==> src/rtl/mem_stage_ctrl_if.sv <==
// mem_stage_ctrl_if: req/ack data-memory bus between the memory stage and data memory.
interface mem_stage_ctrl_if #(parameter int ADDR_W = 32);
    logic              dmem_req;
    logic              dmem_we;
    logic [ADDR_W-1:0] dmem_addr;
    logic [3:0]        dmem_be;
    logic [31:0]       dmem_wdata;
    logic [31:0]       dmem_rdata;
    logic              dmem_ack;
    modport master(output dmem_req, dmem_we, dmem_addr, dmem_be, dmem_wdata, input dmem_rdata, dmem_ack);
    modport slave(input dmem_req, dmem_we, dmem_addr, dmem_be, dmem_wdata, output dmem_rdata, dmem_ack);
endinterface

==> src/rtl/mem_stage_ctrl.sv <==
// mem_stage_ctrl: MEM-stage controller running req/ack data accesses with lane steering and load extension.
// Define MEM_MISALIGN_TRAP_EN to trap misaligned half/word accesses instead of issuing them.
module mem_stage_ctrl #(
    parameter int ADDR_W = 32
) (
    input  logic              clk,
    input  logic              reset,
    input  logic              memReadEx,
    input  logic              memWriteEx,
    input  logic [1:0]        sizeEx,
    input  logic              signedEx,
    input  logic [ADDR_W-1:0] addrEx,
    input  logic [31:0]       storeDataEx,
    input  logic [4:0]        writeRegEx,
    input  logic              regWriteEx,
    input  logic              memtoregEx,
    mem_stage_ctrl_if.master  dmem,
    output logic [31:0]       read_data,
    output logic [ADDR_W-1:0] data_addr,
    output logic [4:0]        writeRegMem,
    output logic              regWriteMem,
    output logic              memtoregMem,
    output logic              stall,
    output logic              misalign_exc
);
    typedef enum logic [1:0] {IDLE, REQ, DONE} state_t;
    state_t            state_q, state_d;
    logic              req_q, req_d, we_q, we_d, load_q, load_d, signed_q, signed_d, exc_q, exc_d;
    logic [ADDR_W-1:0] addr_q, addr_d;
    logic [3:0]        be_q, be_d;
    logic [31:0]       wdata_q, wdata_d, read_data_q, read_data_d, load_val;
    logic [1:0]        off_q, off_d, size_q, size_d;
    logic              mem_op, is_byte, is_half, trap;
    logic [3:0]        be_n;
    logic [31:0]       wdata_n;
    logic [7:0]        byte_v;
    logic [15:0]       half_v;
    assign mem_op  = memReadEx | memWriteEx;
    assign is_byte = sizeEx == 2'b00;
    assign is_half = sizeEx == 2'b01;
    // Low address bits a half/word cannot use are dropped here, so untrapped misaligned ops stay aligned.
    assign be_n    = is_byte ? 4'b0001 << addrEx[1:0] : is_half ? (addrEx[1] ? 4'b1100 : 4'b0011) : 4'b1111;
    assign wdata_n = is_byte ? {4{storeDataEx[7:0]}} : is_half ? {2{storeDataEx[15:0]}} : storeDataEx;
`ifdef MEM_MISALIGN_TRAP_EN
    logic misaligned;
    assign misaligned = (is_half & addrEx[0]) | (~is_byte & ~is_half & (|addrEx[1:0]));
    assign trap       = misaligned;
`else
    assign trap       = 1'b0;
`endif
    assign byte_v   = dmem.dmem_rdata[{off_q, 3'b000} +: 8];
    assign half_v   = dmem.dmem_rdata[{off_q[1], 4'b0000} +: 16];
    assign load_val = size_q == 2'b00 ? {{24{signed_q & byte_v[7]}}, byte_v}
                    : size_q == 2'b01 ? {{16{signed_q & half_v[15]}}, half_v} : dmem.dmem_rdata;
    always_comb begin
        state_d     = state_q;
        req_d       = req_q;
        we_d        = we_q;
        load_d      = load_q;
        signed_d    = signed_q;
        exc_d       = exc_q;
        addr_d      = addr_q;
        be_d        = be_q;
        wdata_d     = wdata_q;
        off_d       = off_q;
        size_d      = size_q;
        read_data_d = read_data_q;
        stall       = 1'b0;
        case (state_q)
            IDLE: begin
                stall = mem_op;
                if (mem_op && trap) begin
                    state_d = DONE;
                    exc_d   = 1'b1;
                end else if (mem_op) begin
                    state_d  = REQ;
                    req_d    = 1'b1;
                    we_d     = memWriteEx;
                    load_d   = ~memWriteEx;
                    addr_d   = {addrEx[ADDR_W-1:2], 2'b00};
                    be_d     = be_n;
                    wdata_d  = wdata_n;
                    off_d    = addrEx[1:0];
                    size_d   = sizeEx;
                    signed_d = signedEx;
                end
            end
            REQ: begin
                stall = 1'b1;
                if (dmem.dmem_ack) begin
                    state_d     = DONE;
                    req_d       = 1'b0;
                    read_data_d = load_q ? load_val : read_data_q;
                end
            end
            DONE: begin
                state_d = IDLE;
                exc_d   = 1'b0;
            end
            default: state_d = IDLE;
        endcase
    end
    always_ff @(posedge clk or posedge reset) begin
        if (reset) begin
            state_q     <= IDLE;
            req_q       <= 1'b0;
            we_q        <= 1'b0;
            load_q      <= 1'b0;
            signed_q    <= 1'b0;
            exc_q       <= 1'b0;
            addr_q      <= '0;
            be_q        <= 4'b0000;
            wdata_q     <= 32'h0;
            off_q       <= 2'b00;
            size_q      <= 2'b00;
            read_data_q <= 32'h0;
        end else begin
            state_q     <= state_d;
            req_q       <= req_d;
            we_q        <= we_d;
            load_q      <= load_d;
            signed_q    <= signed_d;
            exc_q       <= exc_d;
            addr_q      <= addr_d;
            be_q        <= be_d;
            wdata_q     <= wdata_d;
            off_q       <= off_d;
            size_q      <= size_d;
            read_data_q <= read_data_d;
        end
    end
    assign dmem.dmem_req   = req_q;
    assign dmem.dmem_we    = we_q;
    assign dmem.dmem_addr  = addr_q;
    assign dmem.dmem_be    = be_q;
    assign dmem.dmem_wdata = wdata_q;
    assign read_data       = read_data_q;
    assign data_addr       = addrEx;
    assign writeRegMem     = writeRegEx;
    assign memtoregMem     = memtoregEx;
    // A trapped op must not write back, and a stalled cycle becomes a bubble.
    assign regWriteMem     = regWriteEx & ~stall & ~exc_q;
    assign misalign_exc    = exc_q;
endmodule

==> src/flat_wrapper.sv <==
// flat-port wrapper written by rule: the top's interface ports become plain ports
module mem_stage_ctrl_flat 
#(
    parameter int ADDR_W = 32
)
  (clk, reset, memReadEx, memWriteEx, sizeEx, signedEx, addrEx, storeDataEx, writeRegEx, regWriteEx, memtoregEx, read_data, data_addr, writeRegMem, regWriteMem, memtoregMem, stall, misalign_exc, dmem_dmem_req, dmem_dmem_we, dmem_dmem_addr, dmem_dmem_be, dmem_dmem_wdata, dmem_dmem_rdata, dmem_dmem_ack);
  mem_stage_ctrl_if #(.ADDR_W(ADDR_W)) dmem_i ();
  input  logic clk;
  input  logic reset;
  input  logic memReadEx;
  input  logic memWriteEx;
  input  logic [1:0] sizeEx;
  input  logic signedEx;
  input  logic [ADDR_W-1:0] addrEx;
  input  logic [31:0] storeDataEx;
  input  logic [4:0] writeRegEx;
  input  logic regWriteEx;
  input  logic memtoregEx;
  output logic [31:0] read_data;
  output logic [ADDR_W-1:0] data_addr;
  output logic [4:0] writeRegMem;
  output logic regWriteMem;
  output logic memtoregMem;
  output logic stall;
  output logic misalign_exc;
  output wire logic [$bits(dmem_i.dmem_req)-1:0] dmem_dmem_req;
  output wire logic [$bits(dmem_i.dmem_we)-1:0] dmem_dmem_we;
  output wire logic [$bits(dmem_i.dmem_addr)-1:0] dmem_dmem_addr;
  output wire logic [$bits(dmem_i.dmem_be)-1:0] dmem_dmem_be;
  output wire logic [$bits(dmem_i.dmem_wdata)-1:0] dmem_dmem_wdata;
  input wire logic [$bits(dmem_i.dmem_rdata)-1:0] dmem_dmem_rdata;
  input wire logic [$bits(dmem_i.dmem_ack)-1:0] dmem_dmem_ack;
  assign dmem_dmem_req = dmem_i.dmem_req;
  assign dmem_dmem_we = dmem_i.dmem_we;
  assign dmem_dmem_addr = dmem_i.dmem_addr;
  assign dmem_dmem_be = dmem_i.dmem_be;
  assign dmem_dmem_wdata = dmem_i.dmem_wdata;
  assign dmem_i.dmem_rdata = dmem_dmem_rdata;
  assign dmem_i.dmem_ack = dmem_dmem_ack;
  mem_stage_ctrl #(.ADDR_W(ADDR_W)) u_core (.clk(clk), .reset(reset), .memReadEx(memReadEx), .memWriteEx(memWriteEx), .sizeEx(sizeEx), .signedEx(signedEx), .addrEx(addrEx), .storeDataEx(storeDataEx), .writeRegEx(writeRegEx), .regWriteEx(regWriteEx), .memtoregEx(memtoregEx), .dmem(dmem_i), .read_data(read_data), .data_addr(data_addr), .writeRegMem(writeRegMem), .regWriteMem(regWriteMem), .memtoregMem(memtoregMem), .stall(stall), .misalign_exc(misalign_exc));
endmodule
==> config.mk <==
export PLATFORM = sky130hd
export DESIGN_NAME = mem_stage_ctrl_flat
export DESIGN_NICKNAME = d
export VERILOG_FILES = /design/src/rtl/mem_stage_ctrl_if.sv /design/src/rtl/mem_stage_ctrl.sv /design/src/flat_wrapper.sv
export SDC_FILE = /design/constraint.sdc
export NUM_CORES = 1
export LEC_CHECK = 0
export ABC_AREA = 1
export CELL_PAD_IN_SITES_DETAIL_PLACEMENT = 1
export CELL_PAD_IN_SITES_GLOBAL_PLACEMENT = 2
export CORE_ASPECT_RATIO = 0.6
export CORE_MARGIN = 4
export CORE_UTILIZATION = 20
export CTS_CLUSTER_DIAMETER = 50
export DETAILED_ROUTE_END_ITERATION = 10
export PLACE_DENSITY_LB_ADDON = 0.2
export SLEW_MARGIN = 5
export SYNTH_ARGS = -nofsm -noshare
export SYNTH_HDL_FRONTEND = slang
export SYNTH_SLANG_ARGS = --single-unit
==> constraint.sdc <==
create_clock -name clk -period 3.1 [get_ports clk]
set_input_delay 0.31 -clock clk [delete_from_list [all_inputs] [get_ports clk]]
set_output_delay 0.31 -clock clk [all_outputs]
set_load 0.01 [all_outputs]
; Word level (Yosys, flattened, before mapping)
; Index checks and enable logic that the tools add are counted.
[word_totals]
regBits = 108
latchBits = 0
ramBits = 0
romBits = 0
input_bits = 111
out_inout_bits = 143
wordCells = 47
n_memories = 0
[op_classes]
n_addsub = 0
n_mul = 0
div_mod_pow = 0
magnitude_cmp = 0
n_eq_ne = 5
n_shift = 3
n_mux = 14
n_bitwise = 6
n_reduce_logical = 8
[ops]
columns = operator, count
row1 = $mux 32, 4
row2 = $shiftx 32x6->16, 1
row3 = $shiftx 32x6->8, 1
row4 = $mux 4, 3
row5 = $eq 2x1->1 const B, 3
row6 = $logic_not 2->1, 3
row7 = $reduce_and 3->1, 2
row8 = $mux 2, 2
row9 = $pmux 1 s2, 2
row10 = $pmux 2 s2, 1
row11 = $reduce_and 2->1, 2
row12 = $shl 1x2->4 const A, 1
row13 = $and 1x1->1, 3
row14 = $mux 1, 2
row15 = $ne 2x1->1 const B, 1
row16 = $ne 2x2->1 const B, 1
row17 = $not 1->1, 2
row18 = $reduce_bool 2->1, 1
row19 = $or 1x1->1, 1

; Depth between registers and ports, before layout
[depth]
ltp_word = 4
depth_mapped = 10
depth_no_buf = 9

; Least setup slack after synthesis
; Ideal clock, no wire load.
[synth_path]
kind = input-to-output
startpoint = input port memWriteEx
endpoint = output port regWriteMem
arrival_ns = 1.024
t_required_ns = 2.790
slack_ns = 1.766
stages = 4
n_path_buf = 1
path_cell_list = o21ai_4 -> buf_2 -> nand2_1 -> nor2_1
[synth_via]
elab_chain_len = 4
[synth_rtl]
columns = element, line
row1 = from (decl), flat_wrapper.sv:11  ; input logic memWriteEx;
row2 = $or 1x1->1, mem_stage_ctrl.sv:38  ; assign mem_op = memReadEx | memWriteEx;
row3 = $pmux 1 s2, mem_stage_ctrl.sv:69  ; case (state_q)
row4 = net stall, flat_wrapper.sv:24  ; output logic stall;
row5 = $not 1->1, mem_stage_ctrl.sv:142  ; assign regWriteMem = regWriteEx & ~stall & ~exc_q;
row6 = $and 1x1->1, mem_stage_ctrl.sv:142
row7 = to (decl), flat_wrapper.sv:22  ; output logic regWriteMem;
; The timed path passes the listed nets, and every way through them passes these cells.

; Worst setup path in the final report
[layout_path]
startpoint = input port memWriteEx
endpoint = output port regWriteMem
[layout_via]
elab_chain_len = 4
[layout_rtl]
columns = element, line
row1 = $or 1x1->1, mem_stage_ctrl.sv:38
row2 = $pmux 1 s2, mem_stage_ctrl.sv:69
row3 = $not 1->1, mem_stage_ctrl.sv:142
row4 = $and 1x1->1, mem_stage_ctrl.sv:142
; No other way between the ends.

==> impl_results.md <==
* Outcome: finished clean
* Dominant combinational cell family by area after synthesis: simple AND/OR/NAND/NOR gates
* Max Buffers Root-to-Sink at 2
* Syn Area/Cell at 7.62 sq um
* CP max stage cell: clkdlybuf4s50_1
* Final min period at 2.32 ns
* Worst Skew at 0.00780 ns
* Endpoints failing hold at 0
* Post-CTS sizing at 0
* Multiplexer share of the synthesized area at 0%
* Global Route Usage Sum at 14.4%
* Yosys cell types at 30
* Place WS at 0.775 ns
* Placed Instances at 1,277
* Critical path peak fanout at 15
* Static leakage at 3.93 nW
* DRT Pass-1 Iters at 4
* Adder-cell share of the synthesized area at 0%
* Post-DR vias/cell at 4.04
* Pwr per Cell Area at 932 nW/um^2
* # diodes at 0
* Routed Antenna Nets at 0
* Synth warn at 0
* Final worst slack at 0.782 ns
* Sink Count at 108
* Setup Total Neg Slack at 0 ns
* Post-CTS Setup Inserts at 0
* Post-synth top area share at 47.9%
* Max stage delay on crit path at 0.55 ns
* Routability congestion estimate at 0.731
* Number of global-route vias before repair at 5,676
* Layout fillers at 3,299
* Largest cells by area after synthesis: dfrtp_1 (48%), nand2_1 (24%), buf_4 (6.9%), nand3_1 (4.4%), inv_1 (2.9%)
* HPWL after DPL at 16,300 um
* Slew Limit Fails at 0
* Number of synthesized register bits at 108
* Number of synthesized flops with an enable pin at 0
* Core Area at 27,700 sq um
* Boundary pin count at 254
* Initial DRC Count at 258
* DRC Markers at 0
* Post-Layout Cell Count at 1,293
* # hold bufs at CTS at 0
* Total of max-cap violations at 0
* CP endpoint kind: output port
* Switching power total at 0.00316 W
* Most frequent cell after synthesis: nand2_1
* Synth cell count leaders: nand2_1 (361), dfrtp_1 (108), buf_4 (52)
* Worst Tran Pin Value at 0.760 ns
* Via Count at 5,224
* Share of layout cells above drive strength 1 at 4.75%
* DR WL/cell at 17.1 um
* Largest net degree at the start of global routing at 109
* CTS buffer count at 9
* Port Buf Inserts at 238
* Sequential area share after synthesis at 47.9%
* Post-Synth Simple-Gate Area at 31.8%
* Power share of the clock group at 16.1%
* Initial Util at 20.4%
* Clock root buffer: clkbuf_16
* Startpoint types: input pin
* Hold Path Class: in2async
* # rows at 47
* Int Power at 0.00462 W
* Area Growth Syn to Fin at 47.8%
* Slew headroom at 49.3%
* Die width at 225 um
* Register Area at 2700 sq um
* Clk_lat worst skew at 0.37 ns
* Clock-pin slew on the worst setup and hold paths at 0.08 ns
* Crit path cell chain: clkdlybuf4s50_1 -> o21ai_4 -> nand2_1 -> nor2_1 -> clkdlybuf4s50_1
* Peak Freq at 431 MHz
* Nets at 1,032
* Initial antenna violation count at 1
* TritonCTS clock tree: built
* CP arrival at 2.01 ns
* XOR/XNOR share of the synthesized area at 0%
* Required time worst endpoint at 2.79 ns
* H-Tree Depth at 3
* Area of the multi-input gates at 2210 sq um
* Cell taking the most area after synthesis: dfrtp_1
* Main synth FF type: dfrtp_1
* Die height at 138 um
* VDD IR max at 0.308 mV
* WL final at 22,200 um
* Final Setup Violations at 0
* Area of the mapped netlist at 5650 sq um
* Cells after synthesis at 741
* First-pass GRT wire length at 34,900 um
* Period utilization at 74.8%
* Die area at 31,100 sq um
* Ys async rst share at 100%
* CP Class: in2out
* Gr ovfl total at 0
* Unrepaired setup endpoints after global routing: no
* Crit path top cell by count: clkdlybuf4s50_1
* Sw Ratio at 40.6%
* Combinational cell fraction of total power at 51.1%
* Synth Area in Compound Gates at 7.18%
* Seq pwr share at 32.8%
-- power groups by stage --
stage / Sequential (W) / Combinational (W) / Clock, W
floorplan: 0.00274 / 0.00183 / 0
global placement: 0.00256 / 0.00408 / 0
detailed placement: 0.00257 / 0.00407 / 0
CTS: 0.00256 / 0.00408 / 0.00132
global route: 0.00267 / 0.00444 / 0.00137
finish: 0.00255 / 0.00398 / 0.00125
-- state kept, by name (all words and copies together) (netlist names), 2 cells and up --
| signal | flops |
|---|---|
| u_core.dmem.dmem_addr | 30 |
| u_core.dmem.dmem_be | 4 |
| u_core.state_q | 2 |
| u_core.read_data | 32 |
| u_core.dmem.dmem_wdata | 32 |
| u_core.size_q | 2 |
| u_core.off_q | 2 |
-- per-layer routing --
metal | share of wire [%] | vias up | track usage, %
li1 | - | 2628 | -
met1 | 50 | 2448 | 21.1
met2 | 42 | 135 | 20.4
met3 | 7.1 | 11 | 5.51
met4 | 0.89 | 2 | 2.90
met5 | 0.059 | - | 0
-- critical path, delay by kind of cell --
kind,cells,cell delay (ns)
AOI/OAI and AO/OA,1,0.45
buffers and inverters,2,1.01
and+or+nand+nor,2,0.24
-- area by class of cell --
class / count / share of cell area, %
Clock inverter: 3 / 0.525
Sequential cell: 108 / 32.4
Timing Repair Buffer: 249 / 29.7
Tap cell: 367 / 5.50
Inverter: 48 / 2.22
Multi-Input combinational cell: 505 / 26.5
Clock buffer: 13 / 3.12
-- per-stage QoR --
step,util [%],cell area (sq um),total power (W),hold WS [ns]
2_1_floorplan,-,5660,0.00457,0.420
3_3_place_gp,29.0,8040,0.00664,0.463
3_5_place_dp,29.0,8040,0.00664,0.467
4_1_cts,30.1,8340,0.00796,0.462
5_1_grt,30.1,8340,0.00848,0.505
6_report,30.1,8340,0.00778,0.470
-- cell usage in the layout (no fill, tap or decap) --
| master | n |
|---|---|
| a21oi_1 | 8 |
| a31oi_1 | 8 |
| a41oi_1 | 8 |
| buf_12 | 1 |
| buf_4 | 10 |
| bufinv_16 | 1 |
| clkbuf_1 | 2 |
| clkbuf_16 | 9 |
| clkbuf_8 | 2 |
| clkdlybuf4s50_1 | 238 |
| clkinv_1 | 1 |
| clkinv_2 | 2 |
| clkinvlp_4 | 1 |
| conb_1 | 3 |
| dfrtp_1 | 108 |
| inv_1 | 42 |
| inv_2 | 3 |
| inv_6 | 1 |
| nand2_1 | 361 |
| nand3_1 | 50 |
| nand3_2 | 1 |
| nand3_4 | 2 |
| nand4_4 | 1 |
| nor2_1 | 21 |
| nor2_4 | 1 |
| nor3_4 | 1 |
| o211ai_1 | 10 |
| o211ai_2 | 1 |
| o21a_1 | 2 |
| o21ai_0 | 16 |
| o21ai_1 | 4 |
| o21ai_2 | 3 |
| o21ai_4 | 1 |
| or2_2 | 3 |
-- path summary, 6_finish.rpt --
check / from / endpoint / slack [ns] / cells past startpoint
setup / recovery: memWriteEx / regWriteMem / 0.78 / 5
hold / removal: reset / u_core.read_data[9]$_DFFE_PP0P_ / 0.47 / 3
setup reg to reg: u_core.off_q[1]$_DFFE_PP0P_ / u_core.read_data[8]$_DFFE_PP0P_ / 1.12 / 7
hold reg to reg: u_core.dmem.dmem_addr[13]$_DFFE_PP0P_ / u_core.dmem.dmem_addr[13]$_DFFE_PP0P_ / 0.48 / 2
max in group asynchronous: reset / u_core.dmem.dmem_wdata[28]$_DFFE_PP0P_ / 2.14 / 3
min in group clk: u_core.dmem.dmem_addr[13]$_DFFE_PP0P_ / u_core.dmem.dmem_addr[13]$_DFFE_PP0P_ / 0.48 / 2
-- cells by family (layout without fill, tap and decap cells) --
logic type | count (synthesis) | in the layout
AOI/OAI and AO/OA | 61 | 61
DFF | 108 | 108
buffers and inverters | 130 | 313
and+or+nand+nor | 441 | 441
other | 1 | 3
Note: power is estimated with default switching activity, not from simulation.
